`src/rtl/cordic_pkg.sv`:
```
// rtl/cordic_pkg.sv - shared widths, fixed-point typedefs and enums for the CORDIC NCO feed
package cordic_pkg;

  localparam int DW_DEF = 10;
  localparam int AW_DEF = DW_DEF;
  localparam int PW_DEF = 24;
  localparam int CW_DEF = 16;

  typedef logic signed [DW_DEF-1:0] xy_t;
  typedef logic signed [AW_DEF-1:0] ang_t;
  typedef logic        [PW_DEF-1:0] phase_t;

  typedef enum logic [1:0] {Q_POS = 2'b00, Q_UP = 2'b01, Q_DN = 2'b10, Q_NEG = 2'b11} quad_t;
  typedef enum logic [1:0] {S_IDLE, S_RUN, S_LAST, S_DONE} state_t;

  // Quarter turn (pi/2) in an angle of width aw, where full scale is [-pi, pi)
  function automatic int ang_half(input int aw);
    return 1 << (aw - 2);
  endfunction

  localparam int ANG_HALF = ang_half(AW_DEF);

endpackage

```
`src/rtl/cordic_nco_feed_if.sv`:
```
// rtl/cordic_nco_feed_if.sv - beat stream from the NCO feed to the CORDIC rotator
interface cordic_nco_feed_if
  import cordic_pkg::*;
#(
  parameter int DW = DW_DEF,
  parameter int AW = AW_DEF
);
  logic                 out_valid;
  logic                 out_ready;
  logic signed [DW-1:0] xout;
  logic signed [DW-1:0] yout;
  logic signed [AW-1:0] aout;

  modport master (output out_valid, xout, yout, aout, input out_ready);
  modport slave  (input out_valid, xout, yout, aout, output out_ready);
endinterface

```
`src/rtl/cordic_prerot.sv`:
```
// rtl/cordic_prerot.sv - combinational quadrant fold of (amp, angle) into the rotator's convergence range
module cordic_prerot
  import cordic_pkg::*;
#(
  parameter int DW = DW_DEF,
  parameter int AW = AW_DEF
) (
  input  logic        [DW-1:0] amp,
  input  logic signed [AW-1:0] a,
  output logic signed [DW-1:0] x,
  output logic signed [DW-1:0] y,
  output logic signed [AW-1:0] aout
);

  localparam logic signed [AW-1:0] HALF = AW'(ang_half(AW));

  // MSB forced low so negating the magnitude can never overflow
  logic signed [DW-1:0] mag;
  quad_t                q;

  assign mag = {1'b0, amp[DW-2:0]};
  assign q   = quad_t'(a[AW-1:AW-2]);

  always_comb begin
    x    = mag;
    y    = '0;
    aout = a;
    unique case (q)
      Q_UP: begin
        x    = '0;
        y    = mag;
        aout = a - HALF;
      end
      Q_DN: begin
        x    = '0;
        y    = -mag;
        aout = a + HALF;
      end
      default: ;
    endcase
  end

endmodule

```
`src/rtl/cordic_nco_feed.sv`:
```
// rtl/cordic_nco_feed.sv - burst phase-accumulator source of pre-folded (x, y, angle) beats
// Optional PHASE_DITHER_EN adds LFSR dither below the angle LSB before truncation.
module cordic_nco_feed
  import cordic_pkg::*;
#(
  parameter int DW = DW_DEF,
  parameter int AW = AW_DEF,
  parameter int PW = PW_DEF,
  parameter int CW = CW_DEF
) (
  input  logic          clk,
  input  logic          rst,
  input  logic          cfg_we,
  input  logic [PW-1:0] cfg_fword,
  input  logic [PW-1:0] cfg_poff,
  input  logic [DW-1:0] cfg_amp,
  input  logic          start,
  input  logic          stop,
  input  logic [CW-1:0] burst_len,
  output logic          busy,
  output logic          done,
  cordic_nco_feed_if.master m
);

  state_t               state;
  logic [PW-1:0]        acc, p, pd;
  logic [PW-1:0]        fword_sh, poff_sh, fword_act, poff_act, fword_nx, poff_nx;
  logic [DW-1:0]        amp_sh, amp_act, amp_nx;
  logic [CW-1:0]        cnt;
  logic signed [AW-1:0] a, a_f;
  logic signed [DW-1:0] x_f, y_f;
  logic                 load, hs;

  assign hs   = m.out_valid && m.out_ready;
  assign load = (state == S_RUN) && (!m.out_valid || m.out_ready);

  // Active config takes the shadow including a same-cycle write, so that write lands on the next beat
  assign fword_nx = cfg_we ? cfg_fword : fword_sh;
  assign poff_nx  = cfg_we ? cfg_poff  : poff_sh;
  assign amp_nx   = cfg_we ? cfg_amp   : amp_sh;

  assign p = acc + poff_act;

`ifdef PHASE_DITHER_EN
  localparam logic [PW-1:0] DITH_MASK = (PW'(1) << (PW - AW)) - PW'(1);
  logic [15:0] lfsr;

  always_ff @(posedge clk) begin
    if (rst) lfsr <= 16'hACE1;
    else if (load) lfsr <= {lfsr[14:0], lfsr[15] ^ lfsr[14] ^ lfsr[12] ^ lfsr[3]};
  end

  assign pd = p + (PW'(lfsr) & DITH_MASK);
`else
  assign pd = p;
`endif

  assign a = pd[PW-1 -: AW];

  cordic_prerot #(.DW(DW), .AW(AW)) u_prerot (
    .amp  (amp_act),
    .a    (a),
    .x    (x_f),
    .y    (y_f),
    .aout (a_f)
  );

  always_ff @(posedge clk) begin
    if (rst) begin
      state       <= S_IDLE;
      busy        <= 1'b0;
      done        <= 1'b0;
      acc         <= '0;
      cnt         <= '0;
      fword_sh    <= '0;
      poff_sh     <= '0;
      amp_sh      <= '0;
      fword_act   <= '0;
      poff_act    <= '0;
      amp_act     <= '0;
      m.out_valid <= 1'b0;
      m.xout      <= '0;
      m.yout      <= '0;
      m.aout      <= '0;
    end else begin
      fword_sh <= fword_nx;
      poff_sh  <= poff_nx;
      amp_sh   <= amp_nx;

      if (load) begin
        m.xout      <= x_f;
        m.yout      <= y_f;
        m.aout      <= a_f;
        m.out_valid <= 1'b1;
        acc         <= acc + fword_act;
        if (cnt != '0) cnt <= cnt - CW'(1);
        fword_act   <= fword_nx;
        poff_act    <= poff_nx;
        amp_act     <= amp_nx;
      end else if (hs) begin
        m.out_valid <= 1'b0;
      end

      unique case (state)
        S_IDLE: if (start) begin
          state     <= S_RUN;
          busy      <= 1'b1;
          acc       <= '0;
          cnt       <= burst_len;
          fword_act <= fword_nx;
          poff_act  <= poff_nx;
          amp_act   <= amp_nx;
        end
        // A zero count never reaches 1, so continuous bursts end only on stop
        S_RUN: if (stop || (load && cnt == CW'(1))) state <= S_LAST;
        S_LAST: if (!m.out_valid || hs) begin
          state <= S_DONE;
          done  <= 1'b1;
        end
        S_DONE: begin
          state <= S_IDLE;
          done  <= 1'b0;
          busy  <= 1'b0;
        end
        default: state <= S_IDLE;
      endcase
    end
  end

endmodule

```
`src/flat_wrapper.sv`:
```
// flat-port wrapper written by rule: the top's interface ports become plain ports
module cordic_nco_feed_flat import cordic_pkg::*;
#(
  parameter int DW = DW_DEF,
  parameter int AW = AW_DEF,
  parameter int PW = PW_DEF,
  parameter int CW = CW_DEF
)
  (clk, rst, cfg_we, cfg_fword, cfg_poff, cfg_amp, start, stop, burst_len, busy, done, m_out_valid, m_xout, m_yout, m_aout, m_out_ready);
  cordic_nco_feed_if #(.DW(DW), .AW(AW)) m_i ();
  input  logic clk;
  input  logic rst;
  input  logic cfg_we;
  input  logic [PW-1:0] cfg_fword;
  input  logic [PW-1:0] cfg_poff;
  input  logic [DW-1:0] cfg_amp;
  input  logic start;
  input  logic stop;
  input  logic [CW-1:0] burst_len;
  output logic busy;
  output logic done;
  output wire logic [$bits(m_i.out_valid)-1:0] m_out_valid;
  output wire logic [$bits(m_i.xout)-1:0] m_xout;
  output wire logic [$bits(m_i.yout)-1:0] m_yout;
  output wire logic [$bits(m_i.aout)-1:0] m_aout;
  input wire logic [$bits(m_i.out_ready)-1:0] m_out_ready;
  assign m_out_valid = m_i.out_valid;
  assign m_xout = m_i.xout;
  assign m_yout = m_i.yout;
  assign m_aout = m_i.aout;
  assign m_i.out_ready = m_out_ready;
  cordic_nco_feed #(.DW(DW), .AW(AW), .PW(PW), .CW(CW)) u_core (.clk(clk), .rst(rst), .cfg_we(cfg_we), .cfg_fword(cfg_fword), .cfg_poff(cfg_poff), .cfg_amp(cfg_amp), .start(start), .stop(stop), .burst_len(burst_len), .busy(busy), .done(done), .m(m_i));
endmodule
```
`config.mk`:
```
export PLATFORM = sky130hd
export DESIGN_NAME = cordic_nco_feed_flat
export DESIGN_NICKNAME = d
export VERILOG_FILES = /design/src/rtl/cordic_pkg.sv /design/src/rtl/cordic_nco_feed_if.sv /design/src/rtl/cordic_prerot.sv /design/src/rtl/cordic_nco_feed.sv /design/src/flat_wrapper.sv
export SDC_FILE = /design/constraint.sdc
export NUM_CORES = 1
export LEC_CHECK = 0
export BUFFER_PORTS_ARGS = -buffer_cell sky130_fd_sc_hd__buf_4
export CORE_ASPECT_RATIO = 1.75
export CORE_MARGIN = 2
export CORE_UTILIZATION = 35
export DETAILED_ROUTE_END_ITERATION = 8
export GPL_TIMING_DRIVEN = 0
export HOLD_SLACK_MARGIN = 0.05
export PLACE_DENSITY = 0.55
export SYNTH_ARGS = -nofsm -noshare
export SYNTH_HDL_FRONTEND = slang
export SYNTH_SLANG_ARGS = --single-unit
```
`constraint.sdc`:
```
create_clock -name clk -period 3.2 [get_ports clk]
set_clock_uncertainty 0.05 [all_clocks]
set_input_delay 0.16 -clock clk [delete_from_list [all_inputs] [get_ports clk]]
set_output_delay 0.16 -clock clk [all_outputs]
set_load 0.02 [all_outputs]
```
==> impl_metrics.ini <==
[critical_path]
critical_path_class = flip-flop to flip-flop
rr_worst_depth = 15
worst-endpoint-arrival_ns = 3.46
rrSetupSlack_ns = 0.02
cp-start-kind = flip-flop
cp_top_family = compound AO/OA/AOI/OAI gates
crit_required_ns = 3.47
reg2reg_from = u_core.poff_act[16]$_SDFF_PP0_
path_buf_inv = 3
cp.depth = 15
max_stage_delay_ns = 0.35
critPathLaunch = u_core.poff_act[16]$_SDFF_PP0_
crit_path_end_kind = flip-flop
cp_max_fo = 7
crit_chain = ha_4 -> a21o_1 -> a31oi_1 -> o21ai_1 -> a21o_1 -> or2_1 -> o22ai_4 -> xnor2_2 -> buf_4 -> inv_2 -> ha_4 -> nor3b_4 -> buf_4 -> a222oi_1 -> nor2_1
slowest_stage = dfxtp_2
reg2reg_to = u_core.m.yout[4]$_SDFFE_PP0P_
worstSetupEndpoint = u_core.m.yout[4]$_SDFFE_PP0P_

[placement]
placed_cell_area_um2 = 10100
place_congestion = 0.908
portBuffers = 108
place_hpwl_um = 20300

[synthesis]
synth_compound_area_frac = 0.194
synthCells = 977
synth.distinct_cells = 69
async_flop_share = 0
synth_area_um2 = 8890
ys_warn_count = 0
synthMuxAreaShare = 0.0676
synth_flop_cell = dfxtp_1
ys_seq_area_frac = 0.424
avgSynthCellArea_um2 = 9.10
ys_ff_latch = 188
synth_top_family_by_area = compound AO/OA/AOI/OAI gates
synth_edf_count = 0
synth_xor_area_frac = 0.0424
synth_nets = 1113
synth_fa_ha_area_frac = 0.0797
synthSimpleGateAreaFrac = 0.163

[clocking]
root_buffer = clkbuf_16
htreeDepth = 4
cts_tree = done
clkLatencyLatePin_ns = 0.45
clkTransAtPathRegs_ns = 0.06
cts_buffers = 17
cts.sinks = 188
clockBufferDepth = 2

[grt]
grt_max_degree = 17
grt_usage = 0.202
grt_pass1_wl_um = 41900
grt_pass1_vias = 7930
grt_overflow = 0
antenna_found_initial = 0

[floorplan]
start_util = 0.353
die_w_um = 124
rows = 77
die_h_um = 215
core_um2 = 25100
ios = 113
die_area_um2 = 26700

[worst_hold_path]
hold_class = primary input to flip-flop

[power_and_ir_drop]
p_leak_nw = 5.14
vdd.ir_drop.worst_mv = 0.491
power_density_nw_per_um2 = 870

[route]
drtAntennaViolNets = 0
firstDrtPassIters = 9
finalWirelength_um = 27000
drc = 0
wl_per_cell_um = 17.8
drt-initial-drc-count = 392
dr_total_vias = 7887
viasPerCell = 5.20

[timing]
final.period_utilization = 0.995
timing.fmax_ghz = 0.314
hold_viol_final = 0
fin_crit_ns = 3.18
setup_viol = 0
worst_pin_slew_ns = 0.729
slew_viol_final = 0
relSlewSlack = 0.514
rsz0062_at_grt = yes
holdWs_ns = 0.151

[run_status]
status = complete, no violations

[layout]
drive_above_1_share = 0.162
diodes = 0
area_growth_syn_to_layout_pct = 31.6
fin_area_um2 = 11700
final_nets = 1327

[flow_run]
maxCapViolCount = 0
-- how the worst min path moves through the flow --
stage                                  start                            end  slack [ns]  cells after the start
4_1_cts                                start       u_core.busy$_SDFFE_PP0P_        0.12                      5
5_1_grt                                start       u_core.busy$_SDFFE_PP0P_        0.19                      5
6_report                               start       u_core.busy$_SDFFE_PP0P_        0.15                      5
3_5_place_dp   u_core.m.yout[7]$_SDFFE_PP0P_  u_core.m.yout[7]$_SDFFE_PP0P_        0.40                      2
3_3_place_gp        u_core.done$_SDFFE_PP0P_       u_core.done$_SDFFE_PP0P_        0.39                      2
2_1_floorplan                  burst_len[13]      u_core.cnt[13]$_SDFF_PP0_        0.26                      2
-- sequential cells by signal, summed over array words and instances, names as in the netlist, 10 cells and up --
| name | cells |
|---|---|
| u_core.cnt | 16 |
| u_core.fword_act | 24 |
| u_core.m.aout | 10 |
| u_core.fword_sh | 24 |
| u_core.m.yout | 10 |
| u_core.acc | 24 |
| u_core.poff_sh | 24 |
| u_core.poff_act | 24 |
-- layout make-up --
cell class / count / area, um2
fill: 2456 / 13500
multi-input combinational: 721 / 5020
sequential: 188 / 3780
timing repair buffer: 195 / 1650
clock buffer: 20 / 447
tap: 316 / 395
buffer: 53 / 220
clock inverter: 9 / 123
inverter: 15 / 56.3
-- kinds of logic (layout without fill, tap and decap cells) --
| family | Yosys count | in the layout |
|---|---|---|
| other | 1 | 1 |
| XOR/XNOR | 43 | 43 |
| AO/OA/AOI/OAI | 255 | 255 |
| flip-flops | 188 | 188 |
| AND/OR/NAND/NOR | 306 | 306 |
| multiplexers | 60 | 60 |
| adder cells (fa/ha/maj) | 56 | 56 |
| buffers and inverters | 68 | 292 |
-- routing by layer --
metal | vias to the layer above | wire length [um] | global-route usage
li1 | 3945 | - | -
met1 | 3691 | 9930 | 0.198
met2 | 191 | 14400 | 0.378
met3 | 60 | 880 | 0.0363
met4 | 0 | 1810 | 0.141
met5 | - | 0 | 0
-- placed cells by master, fill, tap and decap left out, types with 9 or more instances in the layout --
master and instances:
a211oi_1 12, a21o_1 12, a21oi_1 74, buf_1 10
buf_4 123, clkbuf_1 40, clkbuf_16 17, dfxtp_1 182
dlygate4sd3_1 74, ha_1 48, inv_1 14, mux2i_1 60
nand2_1 85, nand3_1 29, nor2_1 113, nor3_1 9
o21ai_0 42, o22a_1 56, xnor2_1 25, xor2_1 16
-- stage by stage --
step / std cells / util / setup TNS, ns / total power [W] / setup WS (ns)
detailed placement: 1401 / 0.401 / -10.68 / 0.00766 / -0.793
global route: 1517 / 0.465 / -0.613 / 0.0108 / -0.145
CTS: 1514 / 0.461 / 0 / 0.0101 / 0.00281
global placement: 1401 / 0.401 / -10.42 / 0.00760 / -0.789
floorplan: 977 / - / 0 / 0.00634 / 0.00352
finish: 1517 / 0.465 / 0 / 0.0102 / 0.0168
-- Yosys cell counts, types with 3 or more instances --
library cell | n | area [um2]
dfxtp_1 | 188 | 3760
nor2_1 | 114 | 428
nand2_1 | 86 | 323
a21oi_1 | 75 | 375
mux2i_1 | 60 | 601
o22a_1 | 56 | 490
ha_1 | 55 | 688
o21ai_0 | 47 | 235
clkbuf_1 | 40 | 150
nand3_1 | 29 | 145
xnor2_1 | 27 | 236
xor2_1 | 16 | 140
inv_1 | 15 | 56.3
a211oi_1 | 13 | 97.6
a21o_1 | 12 | 90.1
buf_1 | 10 | 37.5
nor3_1 | 10 | 50.1
nand4_1 | 8 | 50.1
nand2b_1 | 7 | 43.8
or3_1 | 7 | 43.8
and2_1 | 6 | 37.5
o21a_1 | 6 | 45.0
a31oi_1 | 5 | 31.3
nor2b_1 | 5 | 31.3
o21bai_1 | 5 | 37.5
o31ai_1 | 5 | 37.5
a221oi_1 | 4 | 35.0
and3_1 | 4 | 25.0
nand3b_1 | 4 | 30.0
a222oi_1 | 3 | 30.0
a22o_1 | 3 | 26.3
nor4_1 | 3 | 18.8
or4_1 | 3 | 22.5
-- worst min-delay path: stages --
cell	delay (ns)
buf_4	0.09
nand2b_1	0.12
nand2_1	0.06
a21oi_1	0.13
nor2_1	0.04
-- timing repair --
action,CTS,global route
pin swaps,14,12
setup buffers,10,3
hold buffers,74,0
endpoints found under the setup margin,21,21
resized for setup,33,14
endpoints found under the hold margin,81,0
-- report_power, final --
| group | switching (W) | total (W) | internal, W |
|---|---|---|---|
| Sequential | 0.000622 | 0.00362 | 0.00300 |
| Clock | 0.000901 | 0.00213 | 0.00123 |
| Combinational | 0.00254 | 0.00442 | 0.00188 |
| Total | 0.00407 | 0.0102 | 0.00611 |
Power figures use the tool's default switching activity.
